$ cat src/rtl/serdes_pkg.sv
// Shared definitions for the serial link: frame geometry helpers and receiver state type.
package serdes_pkg;

  typedef enum logic [1:0] {
    IDLE  = 2'd0,
    RECV  = 2'd1,
    CHECK = 2'd2
  } rx_state_t;

  // Smallest P with 2^P >= data_width + P + 1.
  function automatic int unsigned ecc_parity_bits(input int unsigned data_width);
    int unsigned p;
    p = 0;
    for (int unsigned i = 1; i < 32; i++) begin
      if (p == 0 && (32'd1 << i) >= data_width + i + 32'd1) p = i;
    end
    return p;
  endfunction

  function automatic int unsigned frame_len(input int unsigned data_width, input bit has_ecc);
    return has_ecc ? ecc_parity_bits(data_width) + data_width + 32'd1 : data_width;
  endfunction

endpackage

$ cat src/rtl/secded_decoder.sv
// Combinational SECDED decode: i_code[k] is Hamming position k+1, the MSB is the overall parity bit.
module secded_decoder
  import serdes_pkg::*;
#(
  parameter  int unsigned DATA_WIDTH = 8,
  localparam int unsigned P          = ecc_parity_bits(DATA_WIDTH),
  localparam int unsigned N          = P + DATA_WIDTH + 1
) (
  input  logic [N-1:0]          i_code,
  output logic [DATA_WIDTH-1:0] o_data,
  output logic                  o_corrected,
  output logic                  o_uncorrectable
);

  // Codeword bits whose position has syndrome bit j set.
  function automatic logic [N-1:0] syn_mask(input int unsigned j);
    logic [N-1:0] m;
    m = '0;
    for (int unsigned k = 0; k < N - 1; k++) m[k] = (((k + 1) >> j) & 32'd1) != 0;
    return m;
  endfunction

  // Codeword index carrying data bit d (non-power-of-2 positions, ascending).
  function automatic int unsigned data_pos(input int unsigned d);
    int unsigned cnt;
    int unsigned r;
    cnt = 0;
    r   = 0;
    for (int unsigned p = 1; p < N; p++) begin
      if ((p & (p - 1)) != 0) begin
        if (cnt == d) r = p - 1;
        cnt = cnt + 1;
      end
    end
    return r;
  endfunction

  logic [P-1:0] w_syn;
  logic         w_par_bad;

  for (genvar j = 0; j < P; j++) begin : g_syn
    assign w_syn[j] = ^(i_code & syn_mask(j));
  end

  assign w_par_bad = ^i_code;

  // A flip is applied only when overall parity says a single error occurred.
  for (genvar d = 0; d < DATA_WIDTH; d++) begin : g_data
    assign o_data[d] = i_code[data_pos(d)] ^ (w_par_bad && (w_syn == P'(data_pos(d) + 1)));
  end

  assign o_corrected     = w_par_bad;
  assign o_uncorrectable = ~w_par_bad & (|w_syn);

endmodule

$ cat src/rtl/ecc_deserializer.sv
// Serial-link receiver with optional SECDED check and a 2-entry valid/ready output buffer.
module ecc_deserializer
  import serdes_pkg::*;
#(
  parameter int unsigned DATA_WIDTH = 8,
  parameter bit          HAS_ECC    = 1'b0
) (
  input  logic                  clk,
  input  logic                  rst_n,
  input  logic                  serial_in,
  input  logic                  enable,
  input  logic                  start,
  output logic [DATA_WIDTH-1:0] parallel_out,
  output logic                  valid_out,
  input  logic                  ready_in,
  output logic                  err_corrected,
  output logic                  err_uncorrectable,
  output logic                  overrun,
  output logic                  frame_abort
);

  localparam int unsigned N  = frame_len(DATA_WIDTH, HAS_ECC);
  localparam int unsigned CW = $clog2(N + 1);

  rx_state_t             r_state, w_state_nxt;
  logic [N-1:0]          r_frame;
  logic [CW-1:0]         r_cnt;
  logic                  w_cap, w_first, w_abort, w_push, w_pop;
  logic [DATA_WIDTH-1:0] w_data;
  logic                  w_cor, w_unc;
  logic [DATA_WIDTH-1:0] r_data0, r_data1;
  logic                  r_cor0, r_cor1, r_unc0, r_unc1;
  logic                  r_v0, r_v1, r_overrun, r_abort;

  always_ff @(posedge clk or negedge rst_n) begin
    if (!rst_n) r_state <= IDLE;
    else        r_state <= w_state_nxt;
  end

  always_comb begin
    w_state_nxt = r_state;
    w_cap       = 1'b0;
    w_first     = 1'b0;
    w_abort     = 1'b0;
    w_push      = 1'b0;
    case (r_state)
      IDLE: begin
        if (enable && start) begin
          w_state_nxt = RECV;
          w_cap       = 1'b1;
          w_first     = 1'b1;
        end
      end
      RECV: begin
        if (enable) begin
          w_cap = 1'b1;
          if (start) begin
            w_first = 1'b1;
            w_abort = 1'b1;
          end else if (r_cnt == CW'(N - 1)) begin
            w_state_nxt = CHECK;
          end
        end
      end
      CHECK: begin
        w_push = 1'b1;
        if (enable && start) begin
          w_state_nxt = RECV;
          w_cap       = 1'b1;
          w_first     = 1'b1;
        end else begin
          w_state_nxt = IDLE;
        end
      end
      default: w_state_nxt = IDLE;
    endcase
  end

  // Bits enter at the MSB so that after N shifts bit 0 sits at index 0.
  always_ff @(posedge clk or negedge rst_n) begin
    if (!rst_n) begin
      r_frame <= '0;
      r_cnt   <= '0;
    end else if (w_cap) begin
      r_frame <= {serial_in, r_frame[N-1:1]};
      r_cnt   <= w_first ? CW'(1) : r_cnt + CW'(1);
    end
  end

  if (HAS_ECC) begin : g_ecc
    secded_decoder #(.DATA_WIDTH(DATA_WIDTH)) u_dec (
      .i_code          (r_frame),
      .o_data          (w_data),
      .o_corrected     (w_cor),
      .o_uncorrectable (w_unc)
    );
  end else begin : g_raw
    assign w_data = r_frame[DATA_WIDTH-1:0];
    assign w_cor  = 1'b0;
    assign w_unc  = 1'b0;
  end

  assign w_pop = r_v0 & ready_in;

  // Entry 0 is the head; it is only overwritten on a push or a shift, so it holds when empty.
  always_ff @(posedge clk or negedge rst_n) begin
    if (!rst_n) begin
      r_data0   <= '0;
      r_data1   <= '0;
      r_cor0    <= 1'b0;
      r_cor1    <= 1'b0;
      r_unc0    <= 1'b0;
      r_unc1    <= 1'b0;
      r_v0      <= 1'b0;
      r_v1      <= 1'b0;
      r_overrun <= 1'b0;
      r_abort   <= 1'b0;
    end else begin
      r_overrun <= w_push & r_v0 & r_v1 & ~w_pop;
      r_abort   <= w_abort;
      if (w_pop) begin
        if (r_v1) begin
          r_data0 <= r_data1;
          r_cor0  <= r_cor1;
          r_unc0  <= r_unc1;
        end
        r_v0 <= r_v1;
        r_v1 <= 1'b0;
        if (w_push) begin
          if (r_v1) begin
            r_data1 <= w_data;
            r_cor1  <= w_cor;
            r_unc1  <= w_unc;
            r_v1    <= 1'b1;
          end else begin
            r_data0 <= w_data;
            r_cor0  <= w_cor;
            r_unc0  <= w_unc;
            r_v0    <= 1'b1;
          end
        end
      end else if (w_push) begin
        if (!r_v0) begin
          r_data0 <= w_data;
          r_cor0  <= w_cor;
          r_unc0  <= w_unc;
          r_v0    <= 1'b1;
        end else if (!r_v1) begin
          r_data1 <= w_data;
          r_cor1  <= w_cor;
          r_unc1  <= w_unc;
          r_v1    <= 1'b1;
        end
      end
    end
  end

  assign parallel_out      = r_data0;
  assign valid_out         = r_v0;
  assign err_corrected     = r_cor0;
  assign err_uncorrectable = r_unc0;
  assign overrun           = r_overrun;
  assign frame_abort       = r_abort;

endmodule

$ cat config.mk
export PLATFORM = sky130hd
export DESIGN_NAME = ecc_deserializer
export DESIGN_NICKNAME = d
export VERILOG_FILES = /design/src/rtl/serdes_pkg.sv /design/src/rtl/secded_decoder.sv /design/src/rtl/ecc_deserializer.sv
export SDC_FILE = /design/constraint.sdc
export NUM_CORES = 1
export LEC_CHECK = 0
export BUFFER_PORTS_ARGS = -buffer_cell sky130_fd_sc_hd__buf_2
export CAP_MARGIN = 20
export CORE_MARGIN = 1
export CORE_UTILIZATION = 55
export DETAILED_ROUTE_END_ITERATION = 16
export PLACE_DENSITY = 0.76
export SLEW_MARGIN = 20
export SYNTH_ARGS = -nofsm -noshare
export SYNTH_HDL_FRONTEND = slang
export SYNTH_HIERARCHICAL = 1
export SYNTH_SLANG_ARGS = --single-unit
$ cat constraint.sdc
create_clock -name clk -period 2.57 [get_ports clk]
set_input_delay 0.257 -clock clk [delete_from_list [all_inputs] [get_ports clk]]
set_output_delay 0.257 -clock clk [all_outputs]
set_load 0.1 [all_outputs]
# [Word-level counts from Yosys, hierarchy flattened]
# Cells that the tools add are included.
[classes] n_reduce_logical=9 muxes=51 n_addsub=1 bitwise_logic=5 n_eq_ne=10
[ops] cell="$mux W8" count=12
[ops] cell="$mux W1" count=31
[ops] cell="$ne A2 B2 Y1 const B" count=6
[ops] cell="$mux W2" count=4
[ops] cell="$reduce_and A4 Y1" count=2
[ops] cell="$pmux W2 S3" count=1
[ops] cell="$add A4 B1 Y4 const B" count=1
[ops] cell="$and A1 B1 Y1" count=4
[ops] cell="$eq A4 B3 Y1 const B" count=1
[ops] cell="$mux W4" count=1
[ops] cell="$pmux W1 S2" count=2
[ops] cell="$reduce_and A2 Y1" count=2
[ops] cell="$reduce_bool A2 Y1" count=2
[ops] cell="$eq A2 B1 Y1 const B" count=1
[ops] cell="$eq A2 B2 Y1 const B" count=1
[ops] cell="$logic_not A2 Y1" count=1
[ops] cell="$ne A2 B1 Y1 const B" count=1
[ops] cell="$reduce_or A2 Y1" count=1
[ops] cell="$logic_and A1 B1 Y1" count=1
[ops] cell="$not A1 Y1" count=1
[word_totals] output_inout_bits=13 regBits=37 word_cells=88

# [Longest topological paths before layout]
# Gate-level depths: netlist (run 1).
[logic_depth] ltp_word=5 ltp_mapped=4

# [Worst setup path before layout (run 1)]
# OpenSTA, ideal clock, no wires.
[synth_timing] path_kind="reg-to-reg" from="reg r_v0, in the netlist valid_out" to="reg r_data1[0]" n_path_buf=0 period_less_slack_ns=2.209 stages_incl_launch_ff=4 slack_ns=0.361 t_arrival_ns=2.085 t_required_ns=2.445 path_cell_list="dfrtp_1 -> inv_1 -> nor4_4 -> mux2_2"
[synth_between] elab_chain_len=3 word_cells_on_any_way=6 cone_classes="eq/ne (2); mux (1); bitwise (1); reduce/logical (2)"
[synth_lines] element="from (decl)" line_no="ecc_deserializer.sv:33" rtl="logic r_v0, r_v1, r_overrun, r_abort;"
[synth_lines] element="from (signal assigned)" line_no="ecc_deserializer.sv:127" rtl="r_v0 <= r_v1;"
[synth_lines] element="$and A1 B1 Y1" line_no="ecc_deserializer.sv:103" rtl="assign w_pop = r_v0 & ready_in;"
[synth_lines] element="$ne A2 B1 Y1 (no line) (tied with other cells)"
[synth_lines] element="$reduce_and A4 Y1 (no line)"
[synth_lines] element="to (signal assigned)" line_no="ecc_deserializer.sv:131" rtl="r_data1 <= w_data;"
[synth_lines] element="to (signal assigned)" line_no="ecc_deserializer.sv:149" rtl="r_data1 <= w_data;"
[synth_lines] element="to (decl)" line_no="ecc_deserializer.sv:31" rtl="logic [DATA_WIDTH-1:0] r_data0, r_data1;"
# Parallel ways exist; a longest one is shown, timed or not.
# A chain may end at the register's enable or synchronous reset.

# [Final worst setup path (run 1)]
[layout_timing] from="reg r_state[0]" to="reg r_data1[7]"
[layout_between] elab_chain_len=3
[layout_lines] element="from (decl)" line_no="ecc_deserializer.sv:25" rtl="rx_state_t r_state, w_state_nxt;"
[layout_lines] element="from (signal assigned)" line_no="ecc_deserializer.sv:37" rtl="else r_state <= w_state_nxt;"
[layout_lines] element="$eq A2 B2 Y1" line_no="ecc_deserializer.sv:46" rtl="case (r_state)"
[layout_lines] element="$mux W1" line_no="ecc_deserializer.sv:46"
[layout_lines] element="$reduce_and A4 Y1 (no line)"
# Every way passes these cells.

==> results.yml, run 1 <==
critical_path:
  crit_slowest_cell: "nor4_4"
  critPathKind: "reg -> reg"
  cp_top_family: "simple AND/OR/NAND/NOR gates"
  required_ns: 2.80
  end_kind: "flip-flop"
  r2r_start: "r_state[0]"
  startpoint_type: "flip-flop"
  regToRegSetupSlack_ns: 0.65
  path_max_fanout: 15
  crit_buf_inv: 0
  crit_path_max_incr_delay_ns: 0.56
  r2r_cells: 3
  rr_endpoint: "r_data1[7]"
  arrival_ns: 2.15
  path_cells: "nand2b_2, nor4_4, mux2_2"
synthesis:
  yosys.area_share.simple_pct: 14.1
  syn_avg_cell_area_sq_um: 13.3
  syn_area_sq_um: 1530
  synth_cells: 115
  yosysSeqAreaShare_pct: 58.9
  ys_ff_latch: 36
  synth-xor-area-share_pct: 0
  synth_edf_count: 0
  synth_area_leaders: "dfrtp_1 59%, mux2_2 12%, o221a_2 5.9%"
  yosysTopAreaCell: "dfrtp_1"
  post-synth-top-area-fraction_pct: 58.9
  ys_warn_count: 6
  synth_most_common_cell: "dfrtp_1"
  synth.area.mux_share_pct: 11.8
  ys_types: 28
  ys_async_sr_fraction_pct: 100
  yosys.area_share.adder_pct: 0.818
  synth_fp_nets: 122
  synth_commonest_cells: "36 x dfrtp_1, 16 x mux2_2, 8 x nor2b_1, 8 x o221a_2, 8 x or2_2"
  synth-compound-area-share_pct: 13.4
  synthFlopType: "dfrtp_1"
  synth_top_family_by_area: "simple AND/OR/NAND/NOR gates"
routing:
  routedWlPerCell_um: 15.9
  drt_wl_total_mm: 2.72
  dr.pass1.iters: 4
  drc: 0
  drt-initial-drc-count: 27
  ant_nets: 0
  vias: 1011
  via_per_inst: 5.91
clocking:
  htree_levels: 2
  tritoncts: "done"
  cts_hold_buf: 1
  clk_path_buf_depth: 2
  insertion_delay_ns: 0.34
  clk_pin_slew_ns: 0.11
  clockRootBuffer: "clkbuf_4"
  ctsResizeCount: 0
  cts_setup_buffers: 0
  clock_sinks: 36
  cts-buffers-inserted: 5
timing:
  finalSetupViolCount: 0
  drv_slew: 0
  timing.final.ws_setup_ns: 0.653
  rsz0062_at_grt: "false"
  tns_ns: 0
  final-hold-violation-count: 0
  period_minus_slack_ns: 1.92
  slew_headroom_pct: 49.1
  worst_pin_slew_ns: 0.764
  whs_ns: 0.143
  period_share_pct: 74.6
  clock-skew-final_ns: 0.00881
  timing.fmax_ghz: 0.522
global_route:
  grt_pass1_vias: 945
  grt_pass1_wl_mm: 4.45
  grt_usage_pct: 22.4
  antenna_found_initial: 0
  grt_overflow_total: 0
  grt_max_degree: 37
layout:
  area_delta_synth_final_pct: 13.7
  n_fill_cell: 205
  fin_util_pct: 68.4
  drive_gt1_share_pct: 43.3
  nNetsFinal: 147
  diodes: 0
floorplan:
  die_x_um: 54.7
  num_io_pins: 19
  coreArea_sq_um: 2540
  num_rows: 18
  die_h_um: 54.7
  start_util_pct: 60.1
  die_area_sq_um: 3000
run:
  drv_cap: 0
placement:
  gp_congestion: 0.750
  place_ws_ns: 0.676
  io_buffers: 18
  hpwl_mm: 1.82
hold_path:
  hp-start: "serial_in"
  hold_end: "r_frame[7]"
  hold_path.class: "in -> reg"
  hold_depth: 2
power:
  power.leakage_uw: 0.000799
  peakVddDrop_uv: 944
  power_density_nw_per_um2: 1170
outcome:
  status: "complete, no violations"
flip-flops by register name, summed over array words and instances, names as in the netlist, 2 cells and up:
register      count
parallel_out      8
r_data1           8
r_frame           8
r_cnt             4
r_state           2
cell families (layout without fill, tap and decap cells):
logic type / count (synthesis) / in the layout
AO/OA/AOI/OAI: 25 / 25
multiplexers: 16 / 16
AND/OR/NAND/NOR: 33 / 33
flip-flops: 36 / 36
adder cells (fa/ha/maj): 1 / 1
buffers and inverters: 4 / 30
stage by stage:
stage,instance area [sq um],cells,power (uW)
CTS,1740,171,2040
floorplan,1530,115,1490
finish,1740,171,2030
global placement,1650,162,1630
detailed placement,1650,162,1650
global route,1740,171,2120
layout make-up:
type                    instances  area [sq um]  area share [%]
flip-flops and latches         36           901            51.8
multi-input cells              75           614            35.3
repair buffers                 19           100            5.75
clock buffers                   6          41.3            2.37
well taps                      30          37.5            2.16
clock inverters                 2          35.0            2.01
inverters                       3          11.3           0.647
where the power goes:
group / switching [uW] / internal, uW
clock network: 187 / 204
logic: 617 / 195
registers: 122 / 704
total: 926 / 1100
per-layer routing:
metal,track usage [%],vias to the layer above,wire [um]
met4,12.8,0,25
met1,30.5,503,1320
met3,5.83,2,132
li1,-,481,-
met2,31.9,25,1240
met5,0,-,0
placed cells by master, fill, tap and decap left out, types with 2 or more instances in the layout:
| cell | synthesis | layout |
|---|---|---|
| a21oi_1 | 3 | 3 |
| a41o_1 | 2 | 2 |
| and3_1 | 3 | 3 |
| buf_2 | 0 | 18 |
| clkbuf_4 | 0 | 5 |
| dfrtp_1 | 36 | 36 |
| inv_1 | 3 | 3 |
| mux2_2 | 16 | 16 |
| nand2_1 | 3 | 3 |
| nand3_1 | 4 | 4 |
| nor2b_1 | 8 | 8 |
| o21ai_0 | 5 | 5 |
| o221a_2 | 8 | 8 |
| or2_2 | 8 | 8 |
worst max-delay path by stage:
stage	startpoint	slack, ns	depth (start not counted)	to
final	r_state[0]	0.65	3	r_data1[7]
after global routing	r_state[0]	0.57	3	r_data1[3]
after CTS	r_state[0]	0.65	3	r_data1[7]
after detailed placement	r_state[0]	0.68	3	r_data1[5]
after global placement	r_state[0]	0.74	3	r_data1[0]
after floorplan	valid_out	0.36	3	r_data1[0]
Power figures use the tool's default switching activity.
==> run 2: changes to the inputs <==
==> constraint.sdc (replaced) <==
create_clock -name clk -period 1.95 [get_ports clk]
set_input_delay 0.195 -clock clk [delete_from_list [all_inputs] [get_ports clk]]
set_output_delay 0.195 -clock clk [all_outputs]
set_load 0.1 [all_outputs]
==> run 2 against run 1 <==
Effect of this change:
- cell area up 1.2%
- combinational power up 33%
- critical path depth up 1
- clock skew up 0.013 ns
- core utilization up 0.79 points
- hold slack worse by 0.047 ns
- first-iteration DRC count down 11%
- via count up 2.2%
- highest routed layer unchanged
- sequential cell count unchanged
- sequential share of layout area down 0.52 points
- non-clock buffer count up 2
==> results.yml, run 2 (same netlist as run 1, synthesis figures left out) <==
routing:
  drt_wl_total_mm: 2.85
  routedWlPerCell_um: 16.5
  vias: 1033
  drc: 0
  dr.pass1.iters: 5
  drt-initial-drc-count: 24
  via_per_inst: 5.97
  ant_nets: 0
floorplan:
  die_x_um: 54.7
  start_util_pct: 60.1
  die_area_sq_um: 3000
  num_rows: 18
  die_h_um: 54.7
  num_io_pins: 19
  coreArea_sq_um: 2540
critical_path:
  startpoint_type: "flip-flop"
  required_ns: 2.18
  crit_slowest_cell: "dfrtp_1"
  crit_buf_inv: 1
  cp_top_family: "flip-flops"
  critPathKind: "reg -> reg"
  path_cells: "buf_4, and2b_1, o21ai_2, mux2_2"
  end_kind: "flip-flop"
  arrival_ns: 1.91
  path_max_fanout: 13
  crit_path_max_incr_delay_ns: 0.41
global_route:
  grt.busiest_layer: "met2"
  grt_pass1_wl_mm: 4.60
  grt_overflow_total: 0
  gr-usage-met3_pct: 9.44
  grt_pass1_vias: 977
  antenna_found_initial: 0
  use_met2_pct: 32.9
  use_met1_pct: 31.5
  grt_usage_pct: 23.4
  grt_max_degree: 37
timing:
  rsz0062_at_grt: "false"
  tns_ns: 0
  worst_pin_slew_ns: 0.750
  whs_ns: 0.0957
  clock-skew-final_ns: 0.0220
  finalSetupViolCount: 0
  timing.final.ws_setup_ns: 0.272
  drv_slew: 0
  final-hold-violation-count: 0
  period_minus_slack_ns: 1.68
  slew_headroom_pct: 50.0
  timing.fmax_ghz: 0.596
  period_share_pct: 86.0
placement:
  io_buffers: 18
  place_ws_ns: 0.297
  hpwl_mm: 1.92
  gp_congestion: 0.761
hold_path:
  hold_path.class: "in -> reg"
outcome:
  status: "complete, no violations"
power:
  intPower_uw: 1460
  peakVddDrop_uv: 1260
  power.leakage_uw: 0.000806
  power.switching_uw: 1240
  p_clk_share_pct: 19.7
  swShare_pct: 46.0
  p_comb_share_pct: 40.2
  power_density_nw_per_um2: 1530
  seq_power_share_pct: 40.2
clocking:
  clk_path_buf_depth: 2
  cts_setup_buffers: 0
  insertion_delay_ns: 0.36
  clk_pin_slew_ns: 0.11
  ctsResizeCount: 0
  clock_sinks: 36
  htree_levels: 2
  cts-buffers-inserted: 5
  cts_hold_buf: 1
  clockRootBuffer: "clkbuf_4"
  tritoncts: "done"
layout:
  diodes: 0
  drive_gt1_share_pct: 45.5
  n_fill_cell: 187
  most-common-layout-cells: "35 x dfrtp_1, 18 x buf_2, 16 x mux2_2"
  nNetsFinal: 149
  area_delta_synth_final_pct: 15.0
  layout_commonest_cell: "dfrtp_1"
  fin_util_pct: 69.2
run:
  drv_cap: 0
-- run 2: power groups by stage --
stage | registers (uW) | logic (uW) | clock network (uW)
2_1_floorplan | 1700 | 266 | 0
3_3_place_gp | 1080 | 1070 | 0
3_5_place_dp | 1090 | 1090 | 0
4_1_cts | 1080 | 1090 | 542
5_1_grt | 1100 | 1140 | 566
6_report | 1080 | 1080 | 530
-- run 2: area by class of cell --
| type | instances | area (sq um) | area share (%) |
|---|---|---|---|
| clock buffer | 5 | 37.5 | 2.13 |
| multi-input combinational | 75 | 614 | 34.9 |
| tap | 30 | 37.5 | 2.13 |
| clock inverter | 3 | 42.5 | 2.42 |
| sequential | 36 | 902 | 51.2 |
| inverter | 3 | 11.3 | 0.640 |
| timing repair buffer | 21 | 115 | 6.54 |
-- run 2: path summary, 6_finish.rpt --
kind,startpoint,endpoint,slack (ns),depth (start not counted)
max,r_state[0],r_frame[7],0.27,4
min,serial_in,r_frame[7],0.1,2
max reg2reg,r_state[0],r_frame[7],0.27,4
min reg2reg,err_uncorrectable,err_uncorrectable,0.52,1
max in group asynchronous,rst_n,valid_out,1.00,2
min in group asynchronous,rst_n,parallel_out[2],0.42,2
-- run 2: routing by layer --
metal | vias up | part of all wire (%) | wire (um)
met5 | - | 0 | 0
met4 | 0 | 2.0 | 58
met3 | 6 | 4.7 | 135
met2 | 29 | 47 | 1350
met1 | 519 | 46 | 1310
li1 | 479 | - | -
-- run 2: per-stage QoR --
step / area [sq um] / total power, uW / std cells
6_report: 1760 / 2700 / 173
3_3_place_gp: 1670 / 2150 / 164
2_1_floorplan: 1530 / 1970 / 115
3_5_place_dp: 1670 / 2180 / 164
4_1_cts: 1760 / 2710 / 173
5_1_grt: 1760 / 2810 / 173
==> run 3: changes to the inputs <==
--- a/config.mk
+++ b/config.mk
@@ -5,12 +5,13 @@
 export SDC_FILE = /design/constraint.sdc
 export NUM_CORES = 1
 export LEC_CHECK = 0
-export BUFFER_PORTS_ARGS = -buffer_cell sky130_fd_sc_hd__buf_2
 export CAP_MARGIN = 20
 export CORE_MARGIN = 1
 export CORE_UTILIZATION = 55
+export CTS_BUF_LIST = sky130_fd_sc_hd__clkbuf_16
 export DETAILED_ROUTE_END_ITERATION = 16
-export PLACE_DENSITY = 0.76
+export DONT_BUFFER_PORTS = 1
+export PLACE_DENSITY = 0.7
 export SLEW_MARGIN = 20
 export SYNTH_ARGS = -nofsm -noshare
 export SYNTH_HDL_FRONTEND = slang
==> run 3 against run 2 <==
Effect of this change:
- cell area up 6.3%
- power up 15%
- critical path depth unchanged
- maximum frequency down 0.12%
- global-route usage up 0.42 points
- die area unchanged
- largest power group is now combinational logic
==> results.yml, run 3 (same netlist as run 1, synthesis figures left out) <==
outcome:
  status: "complete, no violations"
layout:
  nNetsFinal: 145
  most-common-layout-cells: "35 x dfrtp_1, 16 x mux2_2, 15 x buf_4"
  layout_commonest_cell: "dfrtp_1"
  n_fill_cell: 175
  fin_util_pct: 73.5
  drive_gt1_share_pct: 43.2
  area_delta_synth_final_pct: 22.3
  diodes: 0
  stdcell_count: 169
global_route:
  grt_pass1_vias: 1018
  grt_pass1_wl_mm: 4.69
  grt_overflow_total: 0
  grt_usage_pct: 23.8
  antenna_found_initial: 0
  grt_max_degree: 37
critical_path:
  r2r_cells: 4
  r2r_start: "r_state[0]"
  regToRegSetupSlack_ns: 0.27
  startpoint: "r_state[0]"
  critPathKind: "reg -> reg"
  rr_endpoint: "r_frame[2]"
  required_ns: 2.10
  startpoint_type: "flip-flop"
  path_max_fanout: 13
  arrival_ns: 1.83
  end_kind: "flip-flop"
timing:
  clock-skew-final_ns: 0.00315
  rsz0062_at_grt: "false"
  timing.fmax_ghz: 0.595
  worst_pin_slew_ns: 0.681
  timing.final.ws_setup_ns: 0.270
  drv_slew: 0
  period_share_pct: 86.1
  finalSetupViolCount: 0
  period_minus_slack_ns: 1.68
  tns_ns: 0
  slew_headroom_pct: 54.3
  final-hold-violation-count: 0
placement:
  io_buffers: 0
  place_ws_ns: 0.279
  placed_cells: 159
  hpwl_mm: 1.90
  gp_congestion: 0.741
routing:
  drt-initial-drc-count: 34
  ant_nets: 0
  vias: 1019
  drc: 0
  drt_wl_total_mm: 2.86
  routedWlPerCell_um: 16.9
  dr.pass1.iters: 4
  via_per_inst: 6.03
clocking:
  clockRootBuffer: "clkbuf_16"
  cts_setup_buffers: 0
  clock_sinks: 36
  clk_path_buf_depth: 2
  tritoncts: "done"
  clk_pin_slew_ns: 0.05
  insertion_delay_ns: 0.27
  htree_levels: 2
  cts-buffers-inserted: 5
hold_path:
  hp-start: "ready_in"
  hold_path.class: "in -> reg"
  hold_depth: 1
  hold_end: "r_v1"
power:
  power_density_nw_per_um2: 1650
  peakVddDrop_uv: 1450
  power.leakage_uw: 0.000847
floorplan:
  die_h_um: 54.7
  die_x_um: 54.7
  num_io_pins: 19
  num_rows: 18
  start_util_pct: 60.1
  coreArea_sq_um: 2540
  die_area_sq_um: 3000
run:
  drv_cap: 0
-- run 3: changes by cell type in the layout (fill, tap and decap cells not counted), sizes merged --
cell / change
buf: -4
clkinvlp: -1
inv: +1
-- run 3: layout make-up --
cell class | count | area [sq um] | area share, %
Multi-Input combinational cell | 75 | 614 | 32.8
Clock buffer | 5 | 125 | 6.68
Sequential cell | 36 | 902 | 48.2
Inverter | 3 | 11.3 | 0.602
Timing Repair Buffer | 17 | 143 | 7.62
Tap cell | 30 | 37.5 | 2.01
Clock inverter | 3 | 38.8 | 2.07
-- run 3: timing repair --
action	CTS	global route
resized for setup	0	0
setup endpoints to repair	0	0
hold buffers	2	0
hold endpoints to repair	36	0
-- run 3: critical path, cell delays in order, from the launching register on --
cell and delay, ns:
dfrtp_1 0.39, buf_4 0.18, and2b_1 0.21, o21ai_2 0.39, mux2_2 0.39
-- run 3: worst max-delay path by stage --
stage                     depth (start not counted)    endpoint  slack, ns
final                                             4  r_frame[2]       0.27
after global routing                              4  r_frame[2]       0.20
after CTS                                         4  r_frame[1]       0.27
after detailed placement                          4  r_frame[2]       0.28
after global placement                            4  r_frame[6]       0.36
after floorplan                                   3  r_data1[0]       0.08
-- run 3: where the power goes --
part | switching [uW] | total (uW) | internal (uW)
clock network | 271 | 865 | 594
registers | 147 | 1080 | 932
logic | 839 | 1150 | 314
total | 1260 | 3100 | 1840
-- run 3: stage by stage --
| stage | hold slack [ns] | area [sq um] | power [uW] |
|---|---|---|---|
| floorplan | -0.101 | 1530 | 1970 |
| global placement | -0.0999 | 1680 | 2180 |
| detailed placement | -0.0999 | 1680 | 2220 |
| CTS | 0.0257 | 1870 | 3120 |
| global route | 0.0207 | 1870 | 3250 |
| finish | 0.0292 | 1870 | 3100 |
-- run 3: routing by layer --
metal,GRT usage [%],vias up,part of all wire (%)
li1,-,478,-
met1,30.7,507,46
met2,36.5,30,49
met3,9.17,4,4.9
met4,7.69,0,0.63
met5,0,-,0
